$ cat config.mk
export PLATFORM = sky130hd
export DESIGN_NAME = traffic_light_monitor
export DESIGN_NICKNAME = d
export VERILOG_FILES = /design/src/rtl/traffic_pkg.sv /design/src/rtl/light_channel_checker.sv /design/src/rtl/traffic_light_monitor.sv
export SDC_FILE = /design/constraint.sdc
export NUM_CORES = 1
export LEC_CHECK = 0
export CAP_MARGIN = 20
export CORE_UTILIZATION = 45
export CTS_BUF_LIST = sky130_fd_sc_hd__clkbuf_2 sky130_fd_sc_hd__clkbuf_4 sky130_fd_sc_hd__clkbuf_8
export CTS_CLUSTER_SIZE = 8
export DETAILED_ROUTE_END_ITERATION = 10
export GPL_TIMING_DRIVEN = 0
export HOLD_SLACK_MARGIN = 0.03
export PLACE_DENSITY = 0.72
export SYNTH_ARGS = -nofsm -noshare
export SYNTH_HDL_FRONTEND = slang
export SYNTH_SLANG_ARGS = --single-unit
export TNS_END_PERCENT = 20
$ cat constraint.sdc
create_clock -name clk -period 3.8 [get_ports clk]
set_input_delay 0.76 -clock clk [delete_from_list [all_inputs] [get_ports clk]]
set_output_delay 0.76 -clock clk [all_outputs]
set_load 0.05 [all_outputs]
$ cat src/rtl/traffic_pkg.sv
// traffic_pkg: lamp encodings, fault codes and the legal colour-step rule
package traffic_pkg;

    localparam logic [2:0] RED    = 3'b100;
    localparam logic [2:0] YELLOW = 3'b010;
    localparam logic [2:0] GREEN  = 3'b001;

    typedef enum logic [2:0] {
        NONE         = 3'd0,
        ILLEGAL_ENC  = 3'd1,
        CONFLICT     = 3'd2,
        BAD_SEQ      = 3'd3,
        SHORT_YELLOW = 3'd4,
        LONG_YELLOW  = 3'd5
    } fault_code_t;

    function automatic logic step_ok(input logic [2:0] p, input logic [2:0] c);
        return (p == c) || (p == RED && c == GREEN) || (p == GREEN && c == YELLOW) ||
               (p == YELLOW && c == RED);
    endfunction

endpackage

$ cat src/rtl/light_channel_checker.sv
// light_channel_checker: per-lamp sample history, yellow run length and fault flags
module light_channel_checker
    import traffic_pkg::*;
#(
    parameter int MIN_YELLOW = 6,
    parameter int MAX_YELLOW = 16,
    parameter int CNT_W      = 5
) (
    input  logic       clk,
    input  logic       reset_n,
    input  logic [2:0] light,
    output logic [2:0] cur,
    output logic       enc_err,
    output logic       seq_err,
    output logic       short_y,
    output logic       long_y
);

    localparam logic [CNT_W-1:0] YSAT = CNT_W'(MAX_YELLOW + 1);
    localparam logic [CNT_W-1:0] YMIN = CNT_W'(MIN_YELLOW);
    localparam logic [CNT_W-1:0] YMAX = CNT_W'(MAX_YELLOW);

    logic [2:0]       prev;
    logic [CNT_W-1:0] ycnt;

    // sample the lamp, keep one sample of history and the saturating yellow run length
    always_ff @(posedge clk or negedge reset_n)
        if (!reset_n) begin
            cur  <= RED;
            prev <= RED;
            ycnt <= '0;
        end else begin
            cur  <= light;
            prev <= cur;
            ycnt <= (cur == YELLOW) ? ((ycnt >= YSAT) ? YSAT : ycnt + 1'b1) : '0;
        end

    // classify the current sample; a bad encoding masks the sequence and timing checks
    always_comb begin
        enc_err = !(cur inside {RED, YELLOW, GREEN});
        seq_err = !enc_err && !step_ok(prev, cur);
        short_y = !enc_err && prev == YELLOW && cur == RED && ycnt < YMIN;
        long_y  = !enc_err && cur == YELLOW && ycnt >= YMAX;
    end

endmodule

$ cat src/rtl/traffic_light_monitor.sv
// traffic_light_monitor: checks both lamps and latches the first fault with its code
module traffic_light_monitor
    import traffic_pkg::*;
#(
    parameter int MIN_YELLOW = 6,
    parameter int MAX_YELLOW = 16,
    parameter int CNT_W      = 5
) (
    input  logic       clk,
    input  logic       reset_n,
    input  logic [2:0] la,
    input  logic [2:0] lb,
    input  logic       fault_clr,
    output logic       fault,
    output logic [2:0] fault_code,
    output logic       fault_chan
);

    logic [2:0]  a_cur, b_cur;
    logic        a_enc, a_seq, a_sy, a_ly;
    logic        b_enc, b_seq, b_sy, b_ly;
    logic        conflict, det_chan;
    fault_code_t det_code;

    light_channel_checker #(.MIN_YELLOW(MIN_YELLOW), .MAX_YELLOW(MAX_YELLOW), .CNT_W(CNT_W)) u_a (
        .clk(clk), .reset_n(reset_n), .light(la), .cur(a_cur),
        .enc_err(a_enc), .seq_err(a_seq), .short_y(a_sy), .long_y(a_ly)
    );

    light_channel_checker #(.MIN_YELLOW(MIN_YELLOW), .MAX_YELLOW(MAX_YELLOW), .CNT_W(CNT_W)) u_b (
        .clk(clk), .reset_n(reset_n), .light(lb), .cur(b_cur),
        .enc_err(b_enc), .seq_err(b_seq), .short_y(b_sy), .long_y(b_ly)
    );

    // lowest code wins, channel A wins ties; conflict is reported on channel A
    always_comb begin
        conflict = a_cur != RED && b_cur != RED;
        det_code = (a_enc || b_enc) ? ILLEGAL_ENC :
                   conflict         ? CONFLICT    :
                   (a_seq || b_seq) ? BAD_SEQ     :
                   (a_sy || b_sy)   ? SHORT_YELLOW :
                   (a_ly || b_ly)   ? LONG_YELLOW : NONE;
        det_chan = a_enc ? 1'b0 : b_enc ? 1'b1 : conflict ? 1'b0 :
                   a_seq ? 1'b0 : b_seq ? 1'b1 : a_sy ? 1'b0 : b_sy ? 1'b1 :
                   a_ly  ? 1'b0 : b_ly;
    end

    // hold the first fault; a detection on a clear edge is captured instead of clearing
    always_ff @(posedge clk or negedge reset_n)
        if (!reset_n) begin
            fault      <= 1'b0;
            fault_code <= 3'd0;
            fault_chan <= 1'b0;
        end else if (det_code != NONE && (!fault || fault_clr)) begin
            fault      <= 1'b1;
            fault_code <= det_code;
            fault_chan <= det_chan;
        end else if (fault_clr) begin
            fault      <= 1'b0;
            fault_code <= 3'd0;
            fault_chan <= 1'b0;
        end

endmodule

# Word level (Yosys, flattened, before mapping)
# Cells that the tools add are included.
dict set report classes {
  addsub 2
  mul 0
  n_bitwise 0
  muxes 22
  n_div 0
  order_cmp 6
  eq_ne 16
  n_shift 0
  n_reduce_logical 40
}
# cell n
set op_table {}
lappend op_table {{$mux W3} 7}
lappend op_table {{$ge A5 B5 Y1 const B} 4}
lappend op_table {{$logic_and A1 B1 Y1} 20}
lappend op_table {{$mux W5} 4}
lappend op_table {{$eq A3 B1 Y1 const B} 4}
lappend op_table {{$eq A3 B2 Y1 const B} 4}
lappend op_table {{$eq A3 B3 Y1 const B} 4}
lappend op_table {{$logic_or A1 B1 Y1} 11}
lappend op_table {{$mux W1} 11}
lappend op_table {{$add A5 B1 Y5 const B} 2}
lappend op_table {{$lt A5 B3 Y1 const B} 2}
lappend op_table {{$reduce_bool A3 Y1} 3}
lappend op_table {{$eq A3 B3 Y1} 2}
lappend op_table {{$ne A3 B3 Y1 const B} 2}
lappend op_table {{$logic_not A1 Y1} 5}
lappend op_table {{$reduce_bool A2 Y1} 1}
dict set report word_totals {
  latchBits 0
  input_bits 9
  reg_bits 27
  mem_bits_ro 0
  elab_cells 95
  mem_count 0
  mem_bits_rw 0
  output_inout_bits 5
}

# Longest topological paths before layout
dict set report logic_depth {
  ltp_word 14
  depth_mapped 6
  ltp_nobuf 6
}

# Modules after synthesis
# A second synthesis with hierarchy kept.
dict set report unflattened {
  cells_unflattened 127
  area_unflattened_um2 1342.5
}
# mod area_per_inst_um2 cells_per_inst n_inst
set by_module_without_submodules {}
lappend by_module_without_submodules {light_channel_checker 504.2 45 2}
lappend by_module_without_submodules {traffic_light_monitor 334.1 37 1}

# Worst setup path after synthesis
# No wires, ideal clock.
dict set report synth_path {
  kind {flip-flop to flip-flop}
  startpoint {reg u_a.cur[2]}
  endpoint {reg fault_code[0]}
  setup_ns 0.136
  n_path_buf 1
  t_arrival_ns 1.564
  slack_ns 2.101
  synth_period_minus_slack_ns 1.699
  stages_incl_launch_ff 7
  cell_sequence {dfstp_2 -> buf_4 -> nor3_1 -> a221oi_1 -> nand3_1 -> o311ai_0 -> o22ai_1}
}
dict set report synth_via {
  elab_chain_cells 14
  elab_cells_between_ends 34
}
# item line_no
set synth_lines {}
lappend synth_lines {{start, declared} light_channel_checker.sv:12} ;# output logic [2:0] cur,
lappend synth_lines {{start signal, assigned} light_channel_checker.sv:33} ;# cur <= light;
lappend synth_lines {{parallel branches: the longest is 10 deep, another holds $eq A3 B3 Y1} n/a}
lappend synth_lines {{$mux W3 *} traffic_light_monitor.sv:38} ;# det_code = (a_enc || b_enc) ? ILLEGAL_ENC :
lappend synth_lines {{$reduce_bool A3 Y1} traffic_light_monitor.sv:54} ;# end else if (det_code != NONE && (!fault || fault_clr)) begin
lappend synth_lines {{$logic_and A1 B1 Y1} traffic_light_monitor.sv:54}
lappend synth_lines {{$mux W3 or $reduce_bool A2 Y1 (tied branches)} n/a}
lappend synth_lines {{end signal, assigned} traffic_light_monitor.sv:56} ;# fault_code <= det_code;
lappend synth_lines {{end, declared} traffic_light_monitor.sv:15} ;# output logic [2:0] fault_code,
# Every way passes the cells marked *.
# A chain may end at the register's enable or synchronous reset.

# Final worst setup path
dict set report layout_path {
  startpoint {reg fault}
  endpoint {out fault}
}
# item line_no
set layout_lines {}
lappend layout_lines {{start, declared} traffic_light_monitor.sv:14} ;# output logic fault,
lappend layout_lines {{start signal, assigned} traffic_light_monitor.sv:51} ;# fault <= 1'b0;
lappend layout_lines {{start signal, assigned} traffic_light_monitor.sv:55} ;# fault <= 1'b1;
lappend layout_lines {{start signal, assigned} traffic_light_monitor.sv:59} ;# fault <= 1'b0;
# No word-level cell between the ends.

==> impl_metrics.toml <==
[run_status]
status = "finished clean"

[cts]
holdBufCountCts = 0
clock_latency_ns = 0.33
ctsResizeCount = 0
clockBufferDepth = 2
post-cts-setup-buffers = 0
clock_sinks = 27
numCtsBuffers = 3
htree_levels = 1
tritoncts = "built"
clk_pin_slew_ns = 0.14
cts-root-buf = "clkbuf_4"

[timing]
slew_headroom_pct = 53.0
min_period_over_period_pct = 64.0
worst_pin_slew_ns = 0.703
min_period_ns = 2.43
hold_viol_final = 0
finClkSkew_ns = 0.00466
final-setup-viol-count = 0
slew_violations = 0
rsz0062_at_grt = "false"
fmax_mhz = 411
finalSetupTns_ns = 0

[synth]
async_flop_share_pct = 100
yosysTopAreaCell = "dfrtp_1"
synth_top_area_share_pct = 40.0
ys_warn_count = 0
syn_area_sq_um = 1440
ys_types = 42
synth_flop_cell = "dfrtp_1"
synthCells = 135
synth_edf_count = 0
yosysMostFrequentCell = "dfrtp_1"
synth_common_cells = "23 x dfrtp_1, 10 x nor2_1, 8 x a21oi_1, 8 x nand3_1"
ys_seq_area_share_pct = 47.3
ys_seq_elements = 27
syn_nets = 148
synthTopCellsByArea = "dfrtp_1 40%, dfstp_2 7.3%, nor3b_1 3.7%, ha_1 3.5%, a21oi_1 2.8%"
syn_area_per_cell_sq_um = 10.7

[cells_and_area]
antenna_cells = 0
utilization_pct = 55.1
drive_above_1_share_pct = 16.3
area_growth_pct = 16.9
nNetsFinal = 167

[floorplan]
dieWidth_um = 58.5
ios = 14
coreArea_sq_um = 3050
die-area_sq_um = 3430
initial_utilization_pct = 47.1
fp.dieH_um = 58.5
row_count = 20

[worst_setup_path]
r2r_end = "fault_code[0]"
crit_required_ns = 3.04
worst-path-stages = 1
path_cells = "clkdlybuf4s50_1"
max_stage_delay_ns = 0.85
cp_data_arrival_time_ns = 1.67
crit_family = "buffers and inverters"
r2r_slack_ns = 1.88
path_class = "reg -> out"
r2r_cells = 6
cp_max_fo = 8
crit_path_end_kind = "output port"
crit_end = "fault"
critPathLaunchType = "register"
path_buf_inv = 1
startpoint = "fault"
r2r-start = "u_a.cur[2]"
worst_path_max_delay_cell = "clkdlybuf4s50_1"

[grt]
grtUsageTotal_pct = 18.2
grt.overflow.total = 0
antenna_found_initial = 0
grt_pass1_vias = 1065
grt_pass1_wl_um = 4710
grt_max_degree = 17

[route]
wire_per_inst_um = 13.6
wirelength_um = 2680
num_vias = 1087
drc = 0
antenna_left = 0
viasPerCell = 5.52
drt_iter0_markers = 51
first_pass_iters = 4

[power]
vdd_drop_max_mv = 0.112
power_density_nw_per_um2 = 319
power.leakage_uw = 0.000680

[placement]
io_buffer_count = 13
dpl.hpwl_um = 2070
place.gp.congestion = 0.844

[flow_run]
drv_cap = 0

[hold_path]
hold_class = "reg -> reg"
-- power breakdown --
| part | switching [uW] | internal [uW] | total [uW] |
|---|---|---|---|
| clock | 84.2 | 48.3 | 133 |
| combinational | 55.3 | 39.4 | 94.7 |
| sequential | 9.18 | 301 | 310 |
-- final cells by class --
class | instances | area [sq um]
multi-input cells | 97 | 693
inverters | 6 | 22.5
repair buffers | 14 | 158
well taps | 44 | 55.1
flip-flops and latches | 27 | 681
fillers | 288 | 1370
plain buffers | 5 | 42.5
clock buffers | 4 | 30.0
-- kinds of logic after synthesis --
kind of cell    share of synthesized area, %
buf+inv                                 4.52
simple gates                            21.6
xor+xnor                                4.26
mux                                     1.39
compound gates                          17.5
fa+ha+maj                               3.48
flops                                   47.3
-- metal layers --
layer | GRT usage, % | wire length [um] | vias up
li1 | - | - | 529
met1 | 22.8 | 1180 | 529
met2 | 31.5 | 1370 | 24
met3 | 1.98 | 75 | 5
met4 | 8.50 | 49 | 0
met5 | 0 | 0 | -
-- worst min-delay path by stage --
| stage | from | end | slack, ns | cells past startpoint |
|---|---|---|---|---|
| floorplan | u_b.cur[1] | u_b.prev[1] | 0.35 | 0 |
| global placement | u_b.cur[1] | u_b.prev[1] | 0.36 | 0 |
| detailed placement | u_a.cur[2] | u_a.prev[2] | 0.36 | 0 |
| CTS | u_a.cur[2] | u_a.prev[2] | 0.38 | 0 |
| global route | u_a.cur[2] | u_a.prev[2] | 0.39 | 0 |
| finish | u_a.cur[2] | u_a.prev[2] | 0.38 | 0 |
-- per-stage QoR --
step | area (sq um) | instances | hold WS, ns | setup slack, ns | total power, uW
after global placement | 1620 | 192 | 0.356 | 1.64 | 403
after floorplan | 1440 | 135 | 0.349 | 2.10 | 373
after global routing | 1680 | 197 | 0.390 | 1.32 | 564
after detailed placement | 1650 | 193 | 0.362 | 1.75 | 410
final | 1680 | 197 | 0.382 | 1.37 | 537
after CTS | 1680 | 197 | 0.382 | 1.37 | 544
-- flip-flops by register name, indices dropped and copies added, names as in the netlist --
signal	count
fault	1
fault_chan	1
fault_code	3
u_a.cur	3
u_a.prev	3
u_a.ycnt	5
u_b.cur	3
u_b.prev	3
u_b.ycnt	5
-- layout by cell type, fill, tap and decap left out, types with 2 or more instances in the layout --
| cell type | n |
|---|---|
| a211oi_1 | 2 |
| a21oi_1 | 8 |
| and3_1 | 3 |
| buf_4 | 2 |
| buf_6 | 2 |
| clkbuf_4 | 4 |
| clkdlybuf4s50_1 | 13 |
| dfrtp_1 | 23 |
| dfstp_2 | 4 |
| ha_1 | 4 |
| inv_1 | 6 |
| mux2i_1 | 2 |
| nand2_1 | 7 |
| nand3_1 | 8 |
| nand4_1 | 4 |
| nor2_1 | 10 |
| nor3b_1 | 7 |
| nor3b_2 | 2 |
| o21ai_0 | 7 |
| o21bai_1 | 2 |
| o22ai_1 | 3 |
| or4_1 | 2 |
| xnor2_1 | 3 |
| xor2_1 | 4 |
No activity file was read; power rests on OpenSTA's default activity.
